==> src/rtl/seq_sub_64bit.sv <==
// Digit-serial 64-bit subtractor: diff = a - b - b_in, one DIGIT_W-bit digit per clock,
// borrow carried between digits in a register, start/ready/done handshake.
module seq_sub_64bit #(
  parameter int unsigned DIGIT_W = 8
) (
  input  logic        clk,
  input  logic        rst,
  input  logic        start,
  input  logic [63:0] a,
  input  logic [63:0] b,
  input  logic        b_in,
  output logic        ready,
  output logic        done,
  output logic [63:0] diff,
  output logic        b_out,
  output logic        overflow
);

  localparam int unsigned NDIG  = 64 / DIGIT_W;
  localparam int unsigned CNT_W = (NDIG > 1) ? $clog2(NDIG) : 1;

  typedef enum logic [1:0] {StIdle, StRun, StDone} state_e;

  state_e             r_state;
  logic [63:0]        r_a;
  logic [63:0]        r_b;
  logic               r_borrow;
  logic [CNT_W-1:0]   r_cnt;

  logic [DIGIT_W-1:0] w_a_dig;
  logic [DIGIT_W-1:0] w_b_dig;
  logic [DIGIT_W:0]   w_sub;
  logic               w_last;

  always_comb begin
    w_a_dig = r_a[r_cnt*DIGIT_W +: DIGIT_W];
    w_b_dig = r_b[r_cnt*DIGIT_W +: DIGIT_W];
    // A negative digit result wraps, so the extra top bit is the outgoing borrow.
    w_sub   = {1'b0, w_a_dig} - {1'b0, w_b_dig} - {{DIGIT_W{1'b0}}, r_borrow};
    w_last  = (r_cnt == CNT_W'(NDIG - 1));
  end

  always_ff @(posedge clk) begin
    if (rst) begin
      r_state  <= StIdle;
      r_a      <= '0;
      r_b      <= '0;
      r_borrow <= 1'b0;
      r_cnt    <= '0;
      ready    <= 1'b1;
      done     <= 1'b0;
      diff     <= '0;
      b_out    <= 1'b0;
      overflow <= 1'b0;
    end else begin
      unique case (r_state)
        StIdle: begin
          if (start) begin
            r_a      <= a;
            r_b      <= b;
            r_borrow <= b_in;
            r_cnt    <= '0;
            diff     <= '0;
            b_out    <= 1'b0;
            overflow <= 1'b0;
            ready    <= 1'b0;
            r_state  <= StRun;
          end
        end
        StRun: begin
          diff[r_cnt*DIGIT_W +: DIGIT_W] <= w_sub[DIGIT_W-1:0];
          r_borrow <= w_sub[DIGIT_W];
          r_cnt    <= r_cnt + 1'b1;
          if (w_last) begin
            // On the last digit, the digit's top bit is diff[63].
            b_out    <= w_sub[DIGIT_W];
            overflow <= (r_a[63] != r_b[63]) && (w_sub[DIGIT_W-1] != r_a[63]);
            done     <= 1'b1;
            r_state  <= StDone;
          end
        end
        StDone: begin
          done    <= 1'b0;
          ready   <= 1'b1;
          r_state <= StIdle;
        end
        default: begin
          done    <= 1'b0;
          ready   <= 1'b1;
          r_state <= StIdle;
        end
      endcase
    end
  end

endmodule

==> config.mk <==
export PLATFORM = sky130hd
export DESIGN_NAME = seq_sub_64bit
export DESIGN_NICKNAME = d
export VERILOG_FILES = /design/src/rtl/seq_sub_64bit.sv
export SDC_FILE = /design/constraint.sdc
export NUM_CORES = 1
export LEC_CHECK = 0
export CAP_MARGIN = 25
export CORE_ASPECT_RATIO = 1.1
export CORE_MARGIN = 2
export CORE_UTILIZATION = 52
export CTS_BUF_LIST = sky130_fd_sc_hd__clkbuf_2
export DETAILED_ROUTE_END_ITERATION = 7
export PLACE_DENSITY = 0.95
export SKIP_CTS_REPAIR_TIMING = 1
export SLEW_MARGIN = 5
export SYNTH_ARGS = -nofsm -noshare
export SYNTH_HDL_FRONTEND = slang
export SYNTH_SLANG_ARGS = --single-unit
==> constraint.sdc <==
create_clock -name clk -period 5.3 [get_ports clk]
set_input_delay 0.795 -clock clk [delete_from_list [all_inputs] [get_ports clk]]
set_output_delay 0.795 -clock clk [all_outputs]
set_load 0.02 [all_outputs]
==> results of run 1 <==
## per-stage QoR
step	std cells	cell area, sq um	power (uW)	setup slack [ps]
3_3_place_gp	1314	10500	2250	1040
5_1_grt	1406	10900	3370	1030
6_report	1406	10900	3230	1270
3_5_place_dp	1315	10500	2270	926
2_1_floorplan	976	8410	2010	1380
4_1_cts	1404	10900	3230	926
## flip-flops by register name, indices dropped and copies added (netlist names)
| name | flops |
|---|---|
| r_b | 64 |
| diff | 64 |
| r_cnt | 3 |
| ready | 1 |
| overflow | 1 |
| done | 1 |
| b_out | 1 |
| r_borrow | 1 |
| r_a | 64 |
| r_state | 2 |
## power by group through the flow
stage / logic [uW] / registers [uW] / clock network, uW
2_1_floorplan: 363 / 1650 / 0
3_3_place_gp: 583 / 1670 / 0
3_5_place_dp: 604 / 1670 / 0
4_1_cts: 607 / 1640 / 982
5_1_grt: 672 / 1640 / 1060
6_report: 631 / 1630 / 973
## critical path, delay by kind of cell, from the launching register on
| family | cells | cell delay, ps |
|---|---|---|
| xor gates and xnor gates | 1 | 260 |
| adders and majority gates | 2 | 630 |
| muxes | 1 | 420 |
| buffers and inverters | 1 | 40 |
| AOI/OAI and AO/OA | 4 | 1120 |
| DFF | 1 | 960 |
| and+or+nand+nor | 4 | 510 |
## layer usage
metal,part of all wire,GRT usage,up-vias,routed length [microns]
met5,0,0,-,0
met4,0.048,0.136,0,1160
met3,0.088,0.0524,100,2140
met2,0.49,0.484,489,11900
met1,0.37,0.324,3822,8950
li1,-,-,3749,-
## cells in the final DEF (no fill, tap or decap), drive strengths merged, types with 10 or more instances in the layout
cell type / n
dfxtp: 202
a22o: 12
mux4: 31
clkinv: 15
nand2: 294
nor2: 55
clkdlybuf4s50: 198
ha: 19
a22oi: 36
inv: 17
a21oi: 155
nand3: 22
clkbuf: 72
buf: 10
## cells by family after synthesis
kind of cell	share of synthesized area
AOI/OAI and AO/OA	0.154
xor gates and xnor gates	0.00818
adders and majority gates	0.0330
buffers and inverters	0.0378
DFF	0.481
muxes	0.0937
and+or+nand+nor	0.193
## cell usage after synthesis (8+ instances only)
library cell	count	area share
nand2_1	294	0.13
dfxtp_1	202	0.48
a21oi_1	155	0.092
nor2_1	55	0.025
clkbuf_1	53	0.024
a22oi_1	36	0.032
mux4_2	31	0.083
nand3_1	22	0.013
ha_1	19	0.028
inv_1	13	0.0058
a22o_1	12	0.012
buf_1	10	0.0045
mux2i_1	9	0.011
nor2b_1	9	0.0067
nand2b_1	8	0.0060
## final cells by class
class,count,area share
clock buffers,72,0.0330
inverters,15,0.00516
multi-input cells,691,0.372
flip-flops and latches,202,0.371
clock inverters,17,0.00619
diodes,1,0.000229
well taps,200,0.0229
repair buffers,208,0.190
## worst paths after layout
check / from / end / cells after the start
worst max register to register: r_cnt[1] / diff[15] / 13
worst min register to register: r_a[50] / r_a[50] / 2
worst max-delay path: r_cnt[1] / diff[15] / 13
worst min-delay path: r_a[50] / r_a[50] / 2
==> impl_metrics.ini, run 1 <==
[run_status]
outcome = finished clean

[pwr]
p_sw_uw = 1020
power.share.clock = 0.301
peakVddDrop_mv = 0.164
p_per_area_nw_per_um2 = 296
p_leak_uw = 0.00416
power_frac_comb = 0.195
seq_power_share = 0.504
swShare = 0.316
internal_power_uw = 2210

[finish]
postLayoutCoreUtil = 0.694
drive_above_1_share = 0.106
fillers = 1144
regArea_sq_um = 4050
area_growth_pct = 29.8
nets = 1319
multi_input_area_sq_um = 4060

[logic_synthesis]
synth_cells = 976
synth_flop_cell = dfxtp_1
seq_area_frac_synth = 0.481
syn_avg_cell_area_sq_um = 8.62
synth_seq_cells = 202
synth-edff-count = 0
ys_types = 41
ys_async_sr_fraction = 0
ys_warn_count = 0
synth.net_count = 1129
synth.cell_area_sq_um = 8410

[timing]
fin_hold_ws_ps = 460
fin_crit_sh = 0.761
setup_viol = 0
tns_ps = 0
rsz0062_at_grt = false
relSlewSlack = 0.317
slew_viol_final = 0
worstMarginPinSlew_ps = 1020
max_freq_ghz = 0.248
hold_violations = 0
period_minus_slack_ps = 4030
finClkSkew_ps = 74.8

[clock_network]
cts_inserted_buffers = 48
cts.path.max_buffers = 3
cts_root_buf = clkbuf_2
clk_pin_slew_worst_paths_ps = 110
insertion_delay_ps = 750
cts_tree = yes
cts_htree_levels = 2
cts.sinks = 202

[critical_path]
rrSetupSlack_ps = 1270
critPathKind = reg -> reg
cp.required_ps = 5940
worst_path_largest_cell_delay_ps = 960
endpoint_kind = flop
critPathArrivalTime_ps = 4680
crit_fanout = 39
crit_chain = mux4_2 -> nand2_1 -> nand2_1 -> ha_1 -> inv_1 -> ha_1 -> and2_1 -> a221o_1 -> a221o_1 -> a31oi_2 -> xor2_2 -> nor2_1 -> a22o_1
slowest_stage = dfxtp_2
startpoint_type = flop

[detailed_routing]
via_per_inst = 5.80
wl_mm = 24.2
drt-pass1-iter-count = 6
final_antenna_net_count = 0
drtIter0Drc = 704
vias = 8160
wl_per_cell_microns = 17.2
drc = 0

[placement]
hpwl_mm = 17.1
portBuffers = 199
gp_congestion = 0.870

[global_routing]
antenna_found_initial = 1
grt_max_degree = 123
grt_pass1_vias = 7836
grt_pass1_wl_mm = 38.2
overflow = 0
grt_usage = 0.275

[floorplanning]
fp-row-count = 48
ios = 200
fp.coreArea_sq_um = 15700
die_h_microns = 137
fp.dieW_microns = 125
die_area_sq_um = 17200
start_util = 0.535

[min_path]
hold_path.class = reg -> reg

[job]
drv_cap = 0
No activity file was read; power rests on OpenSTA's default activity.
==> run 2: changes to the inputs <==
==> constraint.sdc (replaced) <==
create_clock -name clk -period 3.8 [get_ports clk]
set_input_delay 0.57 -clock clk [delete_from_list [all_inputs] [get_ports clk]]
set_output_delay 0.57 -clock clk [all_outputs]
set_load 0.02 [all_outputs]
==> run 2 against run 1 <==
Sequential power grew 40%. Register-to-register slack got worse by 1200 ps. Routed wire length up 2.3%. Critical endpoint is now overflow. Highest routed layer unchanged.
==> impl_metrics.ini, run 2 (synthesis results as in run 1) <==
[run_status]
outcome = finished clean

[critical_path]
endpoint_kind = flop
critPathKind = reg -> reg
startpoint_type = flop
crit_fanout = 11
critPathArrivalTime_ps = 4390
cp.required_ps = 4430

[timing]
finClkSkew_ps = 61.6
hold_violations = 0
period_minus_slack_ps = 3760
slew_viol_final = 0
fin_hold_ws_ps = 351
max_freq_ghz = 0.266
relSlewSlack = 0.237
setup_viol = 0
worstMarginPinSlew_ps = 1140
fin_crit_sh = 0.989

[placement]
post_dp_cell_area_sq_um = 10600
hpwl_mm = 17.2
portBuffers = 199
dp.cells = 1324
gp_congestion = 0.849

[global_routing]
grt_pass1_wl_mm = 37.2
grt_usage = 0.268
grt_pass1_vias = 7608
overflow = 0
grt_max_degree = 120
antenna_found_initial = 1

[floorplanning]
fp.dieW_microns = 125
start_util = 0.535
fp.coreArea_sq_um = 15700
die_area_sq_um = 17200
fp-row-count = 48
die_h_microns = 137
ios = 200

[finish]
top_regs = diff x64, r_a x64, r_b x64
final_cell_mix = 294 x nand2_1, 200 x dfxtp_1, 198 x clkdlybuf4s50_1, 154 x a21oi_1, 67 x clkbuf_2
final_cells = 1409
fillers = 1128
final_common_cell = nand2_1
fin_area_sq_um = 11100
nets = 1334
postLayoutCoreUtil = 0.702
drive_above_1_share = 0.118
area_growth_pct = 31.4

[clock_network]
cts_tree = yes
cts.sinks = 202
cts_htree_levels = 2
insertion_delay_ps = 760
cts_root_buf = clkbuf_2
clk_pin_slew_worst_paths_ps = 100
cts.path.max_buffers = 3
cts_inserted_buffers = 47

[detailed_routing]
vias = 8159
wl_per_cell_microns = 17.6
via_per_inst = 5.79
drt-pass1-iter-count = 7
final_antenna_net_count = 0
drtIter0Drc = 786
wl_mm = 24.8
drc = 0

[pwr]
power.share.clock = 0.285
p_leak_uw = 0.00422
swShare = 0.315
peakVddDrop_mv = 0.232
power_frac_comb = 0.208
seq_power_share = 0.506
p_sw_uw = 1410
internal_power_uw = 3080
p_per_area_nw_per_um2 = 407
total_power_uw = 4490

[job]
drv_cap = 0

[min_path]
hold_path.class = in -> reg
## run 2: cell count changes in the layout (fill, tap and decap cells not counted), sizes merged
cell    previous run  this run
buf               10        25
clkinv            15         8
clkbuf            72        68
inv               17        16
## run 2: metal layers
layer  global-route usage  up-vias  share of wire
met4                0.136        0          0.043
met3               0.0520       94          0.095
met1                0.325     3763           0.37
met2                0.459      540           0.50
li1                     -     3762              -
met5                    0        -              0
## run 2: cell type report
type / instances / area (sq um) / area share
flip-flops and latches: 202 / 4050 / 0.367
multi-input cells: 691 / 4070 / 0.368
inverters: 15 / 56.3 / 0.00509
clock inverters: 9 / 37.5 / 0.00340
well taps: 200 / 250 / 0.0226
clock buffers: 67 / 335 / 0.0303
diodes: 1 / 2.50 / 0.000226
repair buffers: 224 / 2250 / 0.203
## run 2: critical path, stage by stage (launching register included)
cell and delay (ps):
dfxtp_4 390, buf_12 150, buf_12 130, mux4_2 540, nand2_1 120, nand2_1 90, ha_1 200, inv_1 50
ha_1 260, and2_1 160, a221o_1 340, a221o_1 340, a31oi_2 240, xor2_2 210, buf_4 160, mux2i_1 60
a32o_1 210
## run 2: final timing paths
| path | start | endpoint | slack [ps] | cells after the start |
|---|---|---|---|---|
| worst max register to register | r_cnt[0] | overflow | 40 | 16 |
| worst min-delay path | a[19] | r_a[19] | 350 | 3 |
| worst max-delay path | r_cnt[0] | overflow | 40 | 16 |
| worst min register to register | r_a[33] | r_a[33] | 460 | 2 |
## run 2: power by group through the flow
stage	registers [uW]	clock network (uW)	logic (uW)
2_1_floorplan	2300	0	507
4_1_cts	2270	1290	874
6_report	2280	1280	937
3_3_place_gp	2320	0	843
5_1_grt	2280	1400	994
3_5_place_dp	2320	0	869
## run 2: per-stage QoR
stage               worst slack (ps)  setup TNS (ps)
floorplan                       48.4               0
global placement                 232               0
detailed placement              84.3               0
CTS                             31.8               0
global route                    -108            -307
finish                          40.0               0
